==> src/rtl/trap_ctrl_pkg.sv <==
// Shared RISC-V definitions for the M-mode trap controller.
package trap_ctrl_pkg;

  localparam int unsigned RV_XLEN = 64;

  typedef enum logic [1:0] {
    PRIV_U = 2'b00,
    PRIV_S = 2'b01,
    PRIV_M = 2'b11
  } priv_t;

  // Synchronous exceptions plus interrupt causes (MSB set)
  typedef enum logic [RV_XLEN-1:0] {
    INSTR_ADDR_MISALIGNED = 64'd0,
    INSTR_ACCESS_FAULT    = 64'd1,
    ILLEGAL_INSTR         = 64'd2,
    BREAKPOINT            = 64'd3,
    LD_ADDR_MISALIGNED    = 64'd4,
    LD_ACCESS_FAULT       = 64'd5,
    ST_ADDR_MISALIGNED    = 64'd6,
    ST_ACCESS_FAULT       = 64'd7,
    ENV_CALL_UMODE        = 64'd8,
    ENV_CALL_SMODE        = 64'd9,
    ENV_CALL_MMODE        = 64'd11,
    IRQ_U_SOFT            = 64'h8000_0000_0000_0000,
    IRQ_S_SOFT            = 64'h8000_0000_0000_0001,
    IRQ_M_SOFT            = 64'h8000_0000_0000_0003,
    IRQ_U_TIMER           = 64'h8000_0000_0000_0004,
    IRQ_S_TIMER           = 64'h8000_0000_0000_0005,
    IRQ_M_TIMER           = 64'h8000_0000_0000_0007,
    IRQ_U_EXT             = 64'h8000_0000_0000_0008,
    IRQ_S_EXT             = 64'h8000_0000_0000_0009,
    IRQ_M_EXT             = 64'h8000_0000_0000_000B
  } ex_cause_t;

  // mip/mie bit indices
  localparam int unsigned IRQ_USI = 0;
  localparam int unsigned IRQ_SSI = 1;
  localparam int unsigned IRQ_MSI = 3;
  localparam int unsigned IRQ_UTI = 4;
  localparam int unsigned IRQ_STI = 5;
  localparam int unsigned IRQ_MTI = 7;
  localparam int unsigned IRQ_UEI = 8;
  localparam int unsigned IRQ_SEI = 9;
  localparam int unsigned IRQ_MEI = 11;

  localparam logic [RV_XLEN-1:0] U_SW_INTR_MASK    = RV_XLEN'(1) << IRQ_USI;
  localparam logic [RV_XLEN-1:0] S_SW_INTR_MASK    = RV_XLEN'(1) << IRQ_SSI;
  localparam logic [RV_XLEN-1:0] M_SW_INTR_MASK    = RV_XLEN'(1) << IRQ_MSI;
  localparam logic [RV_XLEN-1:0] U_TIMER_INTR_MASK = RV_XLEN'(1) << IRQ_UTI;
  localparam logic [RV_XLEN-1:0] S_TIMER_INTR_MASK = RV_XLEN'(1) << IRQ_STI;
  localparam logic [RV_XLEN-1:0] M_TIMER_INTR_MASK = RV_XLEN'(1) << IRQ_MTI;
  localparam logic [RV_XLEN-1:0] U_EXT_INTR_MASK   = RV_XLEN'(1) << IRQ_UEI;
  localparam logic [RV_XLEN-1:0] S_EXT_INTR_MASK   = RV_XLEN'(1) << IRQ_SEI;
  localparam logic [RV_XLEN-1:0] M_EXT_INTR_MASK   = RV_XLEN'(1) << IRQ_MEI;
  localparam logic [RV_XLEN-1:0] ALL_INTR_MASK =
    U_SW_INTR_MASK | S_SW_INTR_MASK | M_SW_INTR_MASK |
    U_TIMER_INTR_MASK | S_TIMER_INTR_MASK | M_TIMER_INTR_MASK |
    U_EXT_INTR_MASK | S_EXT_INTR_MASK | M_EXT_INTR_MASK;

  // mstatus field positions
  localparam int unsigned MSTATUS_MIE_BIT  = 3;
  localparam int unsigned MSTATUS_MPIE_BIT = 7;
  localparam int unsigned MSTATUS_MPP_LSB  = 11;
  localparam int unsigned MSTATUS_MPP_MSB  = 12;

  typedef struct packed {
    logic        sd;
    logic [26:0] wpri3;
    logic [1:0]  sxl;
    logic [1:0]  uxl;
    logic [8:0]  wpri2;
    logic        tsr;
    logic        tw;
    logic        tvm;
    logic        mxr;
    logic        sum;
    logic        mprv;
    logic [1:0]  xs;
    logic [1:0]  fs;
    logic [1:0]  mpp;
    logic [1:0]  wpri1;
    logic        spp;
    logic        mpie;
    logic        ube;
    logic        spie;
    logic        upie;
    logic        mie;
    logic        wpri0;
    logic        sie;
    logic        uie;
  } status_rv64_t;

  typedef enum logic [1:0] {
    CSR_MSTATUS = 2'd0,
    CSR_MEPC    = 2'd1,
    CSR_MCAUSE  = 2'd2,
    CSR_MTVAL   = 2'd3
  } csr_sel_t;

  typedef enum logic [1:0] {
    IDLE     = 2'd0,
    FLUSH    = 2'd1,
    REDIRECT = 2'd2
  } trap_state_t;

endpackage

==> src/rtl/trap_irq_arb.sv <==
// Fixed-priority interrupt encoder: MEI > MSI > MTI > SEI > SSI > STI > UEI > USI > UTI.
module trap_irq_arb
  import trap_ctrl_pkg::*;
#(
  parameter int unsigned XLEN = RV_XLEN
) (
  input  logic [XLEN-1:0] i_pending,
  input  logic [XLEN-1:0] i_enable,
  output logic            o_irq_valid_c,
  output logic [XLEN-1:0] o_irq_cause_c
);

  logic [XLEN-1:0] w_act;
  logic [3:0]      w_code;
  logic            w_unused;

  assign w_act    = i_pending & i_enable & XLEN'(ALL_INTR_MASK);
  assign w_unused = ^w_act;

  // Pick the highest-priority active interrupt
  always_comb begin
    o_irq_valid_c = 1'b1;
    w_code        = 4'd0;
    if      (w_act[IRQ_MEI]) w_code = 4'(IRQ_MEI);
    else if (w_act[IRQ_MSI]) w_code = 4'(IRQ_MSI);
    else if (w_act[IRQ_MTI]) w_code = 4'(IRQ_MTI);
    else if (w_act[IRQ_SEI]) w_code = 4'(IRQ_SEI);
    else if (w_act[IRQ_SSI]) w_code = 4'(IRQ_SSI);
    else if (w_act[IRQ_STI]) w_code = 4'(IRQ_STI);
    else if (w_act[IRQ_UEI]) w_code = 4'(IRQ_UEI);
    else if (w_act[IRQ_USI]) w_code = 4'(IRQ_USI);
    else if (w_act[IRQ_UTI]) w_code = 4'(IRQ_UTI);
    else                     o_irq_valid_c = 1'b0;
  end

  assign o_irq_cause_c = o_irq_valid_c ? {1'b1, (XLEN-1)'(w_code)} : '0;

endmodule

==> src/rtl/trap_ctrl.sv <==
// M-mode trap controller: trap entry / mret, then flush -> drain -> redirect.
// Optional TRAP_VECTORED_EN: vectored interrupt targets when mtvec mode is 1.
module trap_ctrl
  import trap_ctrl_pkg::*;
#(
  parameter int unsigned XLEN     = RV_XLEN,
  parameter logic [1:0]  RST_PRIV = PRIV_M
) (
  input  logic            clk_i,
  input  logic            rst_ni,
  input  logic            instr_valid_i,
  input  logic [XLEN-1:0] ex_pc_i,
  input  logic            ex_valid_i,
  input  logic [XLEN-1:0] ex_cause_i,
  input  logic [XLEN-1:0] ex_tval_i,
  input  logic            mret_i,
  input  logic [XLEN-1:0] irq_pending_i,
  input  logic [XLEN-1:0] irq_enable_i,
  input  logic [XLEN-1:0] mtvec_i,
  input  logic            csr_we_i,
  input  logic [1:0]      csr_sel_i,
  input  logic [XLEN-1:0] csr_wdata_i,
  input  logic            drained_i,
  output logic            ready_o,
  output logic            flush_o,
  output logic            redirect_valid_o,
  output logic [XLEN-1:0] redirect_pc_o,
  output logic [1:0]      priv_o,
  output logic [XLEN-1:0] mstatus_o,
  output logic [XLEN-1:0] mepc_o,
  output logic [XLEN-1:0] mcause_o,
  output logic [XLEN-1:0] mtval_o
);

  trap_state_t     r_state;
  priv_t           r_priv;
  priv_t           r_mpp;
  logic            r_mie;
  logic            r_mpie;
  logic [XLEN-1:0] r_mepc;
  logic [XLEN-1:0] r_mcause;
  logic [XLEN-1:0] r_mtval;
  logic [XLEN-1:0] r_target;
  logic            r_ready;
  logic            r_flush;
  logic            r_redirect;

  logic            w_irq_valid;
  logic [XLEN-1:0] w_irq_cause;
  logic            w_in_m;
  logic            w_accept;
  logic            w_take_exc;
  logic            w_take_mret;
  logic            w_take_irq;
  logic [XLEN-1:0] w_cause;
  logic [XLEN-1:0] w_tval;
  logic [XLEN-1:0] w_base;
  logic [XLEN-1:0] w_irq_target;
  logic [1:0]      w_wpp;
  status_rv64_t    w_status;

  trap_irq_arb #(.XLEN(XLEN)) u_irq_arb (
    .i_pending     (irq_pending_i),
    .i_enable      (irq_enable_i),
    .o_irq_valid_c (w_irq_valid),
    .o_irq_cause_c (w_irq_cause)
  );

  // Accept decode: exception (incl. mret outside M) > mret > interrupt
  assign w_in_m      = (r_priv == PRIV_M);
  assign w_accept    = (r_state == IDLE) && instr_valid_i;
  assign w_take_exc  = w_accept && (ex_valid_i || (mret_i && !w_in_m));
  assign w_take_mret = w_accept && !ex_valid_i && mret_i && w_in_m;
  assign w_take_irq  = w_accept && !ex_valid_i && !mret_i && w_irq_valid &&
                       (!w_in_m || r_mie);

  assign w_cause = w_take_irq ? w_irq_cause :
                   (ex_valid_i ? ex_cause_i : XLEN'(ILLEGAL_INSTR));
  assign w_tval  = (w_take_exc && ex_valid_i) ? ex_tval_i : '0;
  assign w_base  = mtvec_i & ~XLEN'(3);

`ifdef TRAP_VECTORED_EN
  assign w_irq_target = (mtvec_i[1:0] == 2'b01) ? (w_base + (w_irq_cause << 2)) : w_base;
`else
  assign w_irq_target = w_base;
`endif

  // Reserved mpp encoding collapses to U
  assign w_wpp = (csr_wdata_i[MSTATUS_MPP_MSB:MSTATUS_MPP_LSB] == 2'b10) ? 2'b00 :
                 csr_wdata_i[MSTATUS_MPP_MSB:MSTATUS_MPP_LSB];

  // Trap state machine and CSR state
  always_ff @(posedge clk_i or negedge rst_ni) begin
    if (!rst_ni) begin
      r_state    <= IDLE;
      r_priv     <= priv_t'(RST_PRIV);
      r_mpp      <= PRIV_M;
      r_mie      <= 1'b0;
      r_mpie     <= 1'b0;
      r_mepc     <= '0;
      r_mcause   <= '0;
      r_mtval    <= '0;
      r_target   <= '0;
      r_ready    <= 1'b1;
      r_flush    <= 1'b0;
      r_redirect <= 1'b0;
    end else begin
      unique case (r_state)
        IDLE: begin
          if (w_take_exc || w_take_irq) begin
            r_mepc   <= ex_pc_i & ~XLEN'(1);
            r_mcause <= w_cause;
            r_mtval  <= w_tval;
            r_mpie   <= r_mie;
            r_mie    <= 1'b0;
            r_mpp    <= r_priv;
            r_priv   <= PRIV_M;
            r_target <= w_take_irq ? w_irq_target : w_base;
            r_state  <= FLUSH;
            r_ready  <= 1'b0;
            r_flush  <= 1'b1;
          end else if (w_take_mret) begin
            r_mie    <= r_mpie;
            r_mpie   <= 1'b1;
            r_priv   <= r_mpp;
            r_mpp    <= PRIV_U;
            r_target <= r_mepc;
            r_state  <= FLUSH;
            r_ready  <= 1'b0;
            r_flush  <= 1'b1;
          end else if (csr_we_i) begin
            case (csr_sel_t'(csr_sel_i))
              CSR_MSTATUS: begin
                r_mie  <= csr_wdata_i[MSTATUS_MIE_BIT];
                r_mpie <= csr_wdata_i[MSTATUS_MPIE_BIT];
                r_mpp  <= priv_t'(w_wpp);
              end
              CSR_MEPC:   r_mepc   <= csr_wdata_i & ~XLEN'(1);
              CSR_MCAUSE: r_mcause <= csr_wdata_i;
              CSR_MTVAL:  r_mtval  <= csr_wdata_i;
              default: ;
            endcase
          end
        end
        FLUSH: begin
          if (drained_i) begin
            r_state    <= REDIRECT;
            r_flush    <= 1'b0;
            r_redirect <= 1'b1;
          end
        end
        REDIRECT: begin
          r_state    <= IDLE;
          r_redirect <= 1'b0;
          r_ready    <= 1'b1;
        end
        default: begin
          r_state    <= IDLE;
          r_flush    <= 1'b0;
          r_redirect <= 1'b0;
          r_ready    <= 1'b1;
        end
      endcase
    end
  end

  // mstatus view with only mie/mpie/mpp live
  always_comb begin
    w_status      = '0;
    w_status.mie  = r_mie;
    w_status.mpie = r_mpie;
    w_status.mpp  = r_mpp;
  end

  assign ready_o          = r_ready;
  assign flush_o          = r_flush;
  assign redirect_valid_o = r_redirect;
  assign redirect_pc_o    = r_target;
  assign priv_o           = r_priv;
  assign mstatus_o        = XLEN'(w_status);
  assign mepc_o           = r_mepc;
  assign mcause_o         = r_mcause;
  assign mtval_o          = r_mtval;

endmodule
==> config.mk <==
export PLATFORM = sky130hd
export DESIGN_NAME = trap_ctrl
export DESIGN_NICKNAME = d
export VERILOG_FILES = /design/src/rtl/trap_ctrl_pkg.sv /design/src/rtl/trap_irq_arb.sv /design/src/rtl/trap_ctrl.sv
export SDC_FILE = /design/constraint.sdc
export NUM_CORES = 1
export LEC_CHECK = 0
export BUFFER_PORTS_ARGS = -buffer_cell sky130_fd_sc_hd__buf_4
export CAP_MARGIN = 10
export CORE_AREA = 2 2 303 305
export DETAILED_ROUTE_END_ITERATION = 10
export DIE_AREA = 0 0 305 307
export REMOVE_ABC_BUFFERS = 1
export SYNTH_ARGS = -nofsm -noshare
export SYNTH_HDL_FRONTEND = slang
export SYNTH_SLANG_ARGS = --single-unit
==> constraint.sdc <==
create_clock -name clk_i -period 3.2 [get_ports clk_i]
set_input_delay 0.64 -clock clk_i [delete_from_list [all_inputs] [get_ports clk_i]]
set_output_delay 0.64 -clock clk_i [all_outputs]
set_load 0.01 [all_outputs]
==> results.py, run 1 <==
metrics = {
    "setup_path": {
        "crit_path_start_kind": "flip-flop",
        "crit_fanout": 28,
        "arrival_ps": 3270,
        "critPathKind": "flip-flop to flip-flop",
        "crit_required_ps": 3650,
        "critPathCaptureType": "flip-flop",
        "r2r_cells": 7,
    },
    "grt": {
        "grt_usage": 0.124,
        "grt-ovfl-total": 0,
        "grt_max_degree": 87,
        "grt_pass1_wl_mm": 87.2,
        "antenna_found_initial": 2,
        "grt_pass1_vias": 12800,
    },
    "placed_design": {
        "dp_hpwl_mm": 43.3,
        "place_area_um2": 18700,
        "place_inst": 2938,
        "numPortBuffers": 606,
        "gp_congestion": 0.816,
    },
    "sta": {
        "final_hold_viol_count": 0,
        "slew_violations": 0,
        "fmax_mhz": 354,
        "tightest_slew_ps": 1110,
        "post-route-period-util": 0.884,
        "finalSetupViolations": 0,
        "fin_crit_ps": 2830,
        "rsz0062_at_grt": "no",
        "skew_ps": 15.2,
        "slew_headroom": 0.257,
    },
    "synth": {
        "synth_most_common_cell": "dfrtp_1",
        "yosys.area.top_type": "dfrtp_1",
        "yosys_warnings": 0,
        "synth_seq_area_share": 0.518,
        "postSynthCellCount": 1208,
        "synth_area_leaders": "dfrtp_1 51%, a221o_1 5.1%, mux2_2 5.0%",
        "ys_seq_elements": 265,
        "netlist_top_cells_count": "260 x dfrtp_1, 135 x nand2_1, 69 x nor2_1, 69 x o21ai_0, 67 x clkbuf_1",
        "ys.flop_type": "dfrtp_1",
        "yosysTopAreaCellShare": 0.507,
        "postSynthAreaPerCell_um2": 10.6,
        "syn_area_um2": 12800,
        "synth_edf_count": 0,
        "ys_types": 48,
        "async_flop_share": 1.00,
    },
    "power_and_ir_drop": {
        "powerDensity_nw_per_um2": 996,
        "power_mw": 19.7,
        "p_leak_nw": 9.17,
        "irDropWorstVdd_v": 0.000429,
    },
    "route": {
        "vias_per_cell": 4.11,
        "drtIter0Drc": 725,
        "drc": 0,
        "vias": 12300,
        "post_drt_wl_per_cell_um": 20.2,
        "drt_first_pass_iters": 5,
        "ant_nets": 0,
        "wl_mm": 60.6,
    },
    "clock_tree": {
        "cts_tree": "yes",
        "clk_root_buffer_cell": "clkbuf_16",
        "cts_max_level": 2,
        "post_cts_buffers": 0,
        "cts_max_path_buffers": 3,
        "ctsResizeCount": 0,
        "cts_buffers": 34,
        "clk_pin_slew_ps": 60,
        "clk-insertion-delay-late_ps": 540,
        "cts_hold_buf": 1,
        "cts.sinks": 265,
    },
    "outcome": {
        "outcome": "finished, final reports clean",
    },
    "final_layout": {
        "nets": 2246,
        "layout.cells.non_filler": 3002,
        "finalInstanceArea_um2": 19800,
        "drive_above_1_share": 0.428,
        "syn_to_final_growth_pct": 54.3,
    },
    "die": {
        "die_w_um": 305,
        "die_h_um": 307,
        "core.rowCount": 111,
        "io_pins": 782,
        "dieArea_um2": 93600,
        "core_region_area_um2": 90700,
        "start_util": 0.141,
    },
    "worst_hold_path": {
        "hold_depth": 2,
        "hold_class": "input pin to flip-flop",
    },
    "job": {
        "cap_violations": 0,
    },
}
registers in the layout, indices dropped and copies added (netlist names):
| signal | flops |
|---|---|
| r_mpie | 1 |
| mtval_o | 64 |
| mcause_o | 64 |
| mepc_o | 63 |
| ready_o | 1 |
| redirect_valid_o | 1 |
| r_mie | 1 |
| flush_o | 1 |
| priv_o | 2 |
| redirect_pc_o | 63 |
| r_state | 2 |
| r_mpp | 2 |
where the power goes:
part,internal [mW],total (mW),switching (mW),leakage [nW]
combinational,4.70,9.47,4.77,5.54
clock,2.32,3.89,1.56,0.546
sequential,5.12,6.34,1.22,3.09
metal layers:
metal / global-route usage / vias to the layer above / share of wire
met3: 0.0405 / 122 / 0.091
met2: 0.206 / 632 / 0.48
li1: - / 5475 / -
met4: 0.0507 / 0 / 0.037
met1: 0.148 / 6116 / 0.40
met5: 0 / - / 0
cells in the final DEF, fill, tap and decap left out, types with 2 or more instances in the layout:
cell type	instances
a32o_1	2
a222oi_1	3
o22a_1	2
and3_1	2
nor2_1	68
o21ai_0	69
mux2_2	57
a31oi_1	64
inv_1	2
dfstp_2	5
a2bb2oi_1	64
conb_1	62
mux2_1	5
a21boi_0	2
a22oi_1	6
buf_4	633
clkinv_2	5
o21ai_4	3
mux2i_1	4
o31ai_1	3
a22o_1	61
nor3_1	4
clkbuf_16	37
clkbuf_1	11
clkbuf_8	6
nand2_1	134
diode_2	3
a21oi_1	65
dfrtp_1	260
a221o_1	65
and2_1	63
buf_12	18
nand3_1	3
cell type report:
type,instances,area (um^2)
fill,9912,70900
sequential,265,6640
multi-input combinational,833,5410
timing repair buffer,653,5140
tap,1186,1480
clock buffer,54,1050
clock inverter,6,55.1
inverter,2,7.51
antenna,3,7.51
path summary, 6_finish.rpt:
check / startpoint / endpoint / slack [ps]
hold / removal: csr_wdata_i[50] / mepc_o[50] / 350
setup / recovery: r_state[0] / mtval_o[4] / 370
min in group asynchronous: rst_ni / mtval_o[44] / 630
max in group asynchronous: rst_ni / mtval_o[46] / 1720
hold reg to reg: ready_o / ready_o / 490
setup reg to reg: r_state[0] / mtval_o[4] / 370
per-stage QoR:
stage | utilization | TNS [ps] | setup WS, ps | hold WS [ps]
final | 0.218 | 0 | 373 | 346
after global routing | 0.218 | 0 | 260 | 310
after CTS | 0.218 | 0 | 333 | 291
after detailed placement | 0.206 | 0 | 1.11 | 482
after global placement | 0.206 | 0 | 66.4 | 477
after floorplan | - | -816230 | -3920 | 344
worst max-delay path, cell delays in order (launching register included):
cell,delay (ps)
dfrtp_1,450
or4b_4,580
or3_4,430
o21a_4,290
buf_12,170
a21oi_4,240
buf_4,310
a2bb2oi_1,210
kinds of logic after synthesis:
logic type | synth area share
muxes | 0.0576
AOI/OAI and AO/OA | 0.239
and+or+nand+nor | 0.102
other | 0.000292
DFF | 0.518
buffers and inverters | 0.0831
Power figures use the tool's default switching activity.
==> run 2, diff against run 1 <==
- ABC_AREA: not set -> 1
- CORE_AREA: 2 2 303 305 -> 2 2 304 306
- CTS_CLUSTER_DIAMETER: not set -> 200
- DIE_AREA: 0 0 305 307 -> 0 0 306 308
==> run 2 against run 1 <==
First-iteration DRC count grew 19%. Final area up 5.4%. Via count grew 19%. Die area grew 0.65%. Highest routed layer is now met5. Total power fell by 3.9%. Sequential power down 6.8%. Utilization increased by 1.1 points. Clock-buffer cell count decreased by 1. Clock skew up 6.2 ps. Critical endpoint is now mcause_o[14]. Worst hold slack got worse by 220 ps. Area after synthesis is 9.0% higher. Largest cell class unchanged.
==> results.py, run 2 <==
metrics = {
    "synth": {
        "yosys-mux-area-fraction": 0,
        "syn_area_um2": 14000,
        "synth_top_family_by_area": "simple AND/OR/NAND/NOR gates",
        "synthAdderAreaFrac": 0,
        "async_flop_share": 1.00,
        "yosysTopAreaCellShare": 0.465,
        "postSynthCellCount": 1911,
        "synth_most_common_cell": "nand2_1",
        "netlist_top_cells_count": "869 x nand2_1, 260 x dfrtp_1, 182 x o21ai_0",
        "synth-xor-area-share": 0,
        "yosys_warnings": 0,
        "synth_seq_area_share": 0.475,
        "ys_types": 26,
        "synth_area_leaders": "dfrtp_1 47%, nand2_1 23%, o21ai_0 6.5%",
        "synth_compound_area_frac": 0.118,
        "yosys.area.top_type": "dfrtp_1",
        "synth_edf_count": 0,
        "synth-simple-area-share": 0.300,
        "ys.flop_type": "dfrtp_1",
        "postSynthAreaPerCell_um2": 7.32,
        "ys_seq_elements": 265,
    },
    "placed_design": {
        "gp_congestion": 0.883,
        "numPortBuffers": 606,
        "dp_hpwl_mm": 49.2,
    },
    "sta": {
        "skew_ps": 21.4,
        "slew_headroom": 0.214,
        "fmax_mhz": 345,
        "rsz0062_at_grt": "no",
        "fin_crit_ps": 2900,
        "holdWs_ps": 123,
        "tightest_slew_ps": 1180,
        "finalSetupViolations": 0,
        "slew_violations": 0,
        "tns_ps": 0,
        "final_hold_viol_count": 0,
        "post-route-period-util": 0.906,
    },
    "setup_path": {
        "r2r_slack_ps": 300,
        "critPathCaptureType": "flip-flop",
        "crit_fanout": 109,
        "critPathSlowestCell": "buf_4",
        "crit_required_ps": 3660,
        "crit_path_start_kind": "flip-flop",
        "r2r_cells": 11,
        "arrival_ps": 3360,
        "cp_common_cell": "nand2_1",
        "cp_cell_sequence": "nor2_2, nand3_2, nor2_1, nand2_1, buf_4, nand2_8, buf_4, nand3_1, nand2_1, nand2_1, nand2_1",
        "max_stage_delay_ps": 750,
        "critPathKind": "flip-flop to flip-flop",
    },
    "clock_tree": {
        "ctsResizeCount": 0,
        "cts_tree": "yes",
        "clk_root_buffer_cell": "clkbuf_16",
        "cts_buffers": 36,
        "clk-insertion-delay-late_ps": 540,
        "cts_hold_buf": 0,
        "post_cts_buffers": 0,
        "clk_pin_slew_ps": 60,
        "cts_max_path_buffers": 3,
        "cts.sinks": 265,
        "cts_max_level": 2,
    },
    "outcome": {
        "outcome": "finished, final reports clean",
    },
    "die": {
        "core.rowCount": 111,
        "dieArea_um2": 94200,
        "io_pins": 782,
        "core_region_area_um2": 91000,
        "die_h_um": 308,
        "start_util": 0.154,
        "die_w_um": 306,
    },
    "grt": {
        "grt_pass1_vias": 14300,
        "grt_max_degree": 110,
        "grt-ovfl-total": 0,
        "antenna_found_initial": 6,
        "grt_usage": 0.136,
        "grt_pass1_wl_mm": 95.7,
    },
    "route": {
        "vias": 14700,
        "drc": 0,
        "vias_per_cell": 4.01,
        "ant_nets": 0,
        "drtIter0Drc": 866,
        "wl_mm": 66.6,
        "drt_first_pass_iters": 5,
        "post_drt_wl_per_cell_um": 18.1,
    },
    "power_and_ir_drop": {
        "power_mw": 18.9,
        "irDropWorstVdd_v": 0.000410,
        "powerDensity_nw_per_um2": 908,
        "p_leak_nw": 11.0,
    },
    "final_layout": {
        "final_common_cell": "nand2_1",
        "drive_above_1_share": 0.294,
        "nets": 2926,
        "most-common-layout-cells": "868 x nand2_1, 636 x buf_4, 260 x dfrtp_1, 182 x o21ai_0, 144 x o21ai_1",
        "num-fill-cells": 10200,
        "diodes": 0,
        "fin_util": 0.229,
        "syn_to_final_growth_pct": 49.1,
    },
    "worst_hold_path": {
        "hold_class": "input pin to asynchronous set/reset pin",
    },
    "job": {
        "cap_violations": 0,
    },
}
==> run 2: cell count changes in the layout (fill, tap and decap cells not counted), moves of 64 or more <==
cell / change
nand2_1: +734
o21ai_1: +144
nand3_1: +135
o21ai_0: +113
inv_1: +79
a221o_1: -65
a2bb2oi_1: -64
a31oi_1: -64
==> run 2: worst paths after layout <==
| check | startpoint | endpoint |
|---|---|---|
| worst max-delay path | r_state[1] | mcause_o[14] |
| worst min-delay path | rst_ni | mcause_o[13] |
| worst max register to register | r_state[1] | mcause_o[14] |
| worst min register to register | mtval_o[34] | mtval_o[34] |
| max in group asynchronous | rst_ni | priv_o[1] |
| min in group clk_i | drained_i | r_state[0] |
==> run 2: power breakdown <==
group | internal (mW) | switching (mW) | total [mW]
Combinational | 3.46 | 5.36 | 8.81
Clock | 2.56 | 1.66 | 4.22
Sequential | 4.88 | 1.03 | 5.91
Total | 10.9 | 8.05 | 18.9
==> run 2: cell type report <==
type | count | area [um^2] | share of cell area
flip-flops and latches | 265 | 6640 | 0.318
clock inverters | 11 | 148 | 0.00708
multi-input cells | 1430 | 6120 | 0.293
well taps | 1186 | 1480 | 0.0712
clock buffers | 53 | 1070 | 0.0511
repair buffers | 652 | 5080 | 0.244
inverters | 84 | 318 | 0.0152
==> run 2: cells by family after synthesis <==
kind of cell,after synthesis
simple gates,1038
compound gates,330
buf+inv,277
flops,265
other cells,1
==> run 2: layer usage <==
metal	global-route usage	wire, um	part of all wire	vias to the layer above
met5	0	36	0.00054	-
met3	0.0478	6330	0.095	110
met2	0.219	30200	0.45	649
met4	0.0493	2220	0.033	6
met1	0.168	27800	0.42	6907
li1	-	-	-	7071
==> run 2: per-stage QoR <==
step / std cells / cell area (um^2) / worst slack (ps)
final: 3681 / 20900 / 302
after global placement: 3617 / 19600 / 88.3
after CTS: 3681 / 20900 / 282
after floorplan: 1779 / 13000 / -3720
after detailed placement: 3617 / 19600 / 88.7
after global routing: 3681 / 20900 / 31.8
==> run 2: worst max-delay path: cells and delay by family (launching register included) <==
family / cells / cell delay (ps)
simple gates: 9 / 1260
buf+inv: 2 / 940
flops: 1 / 460
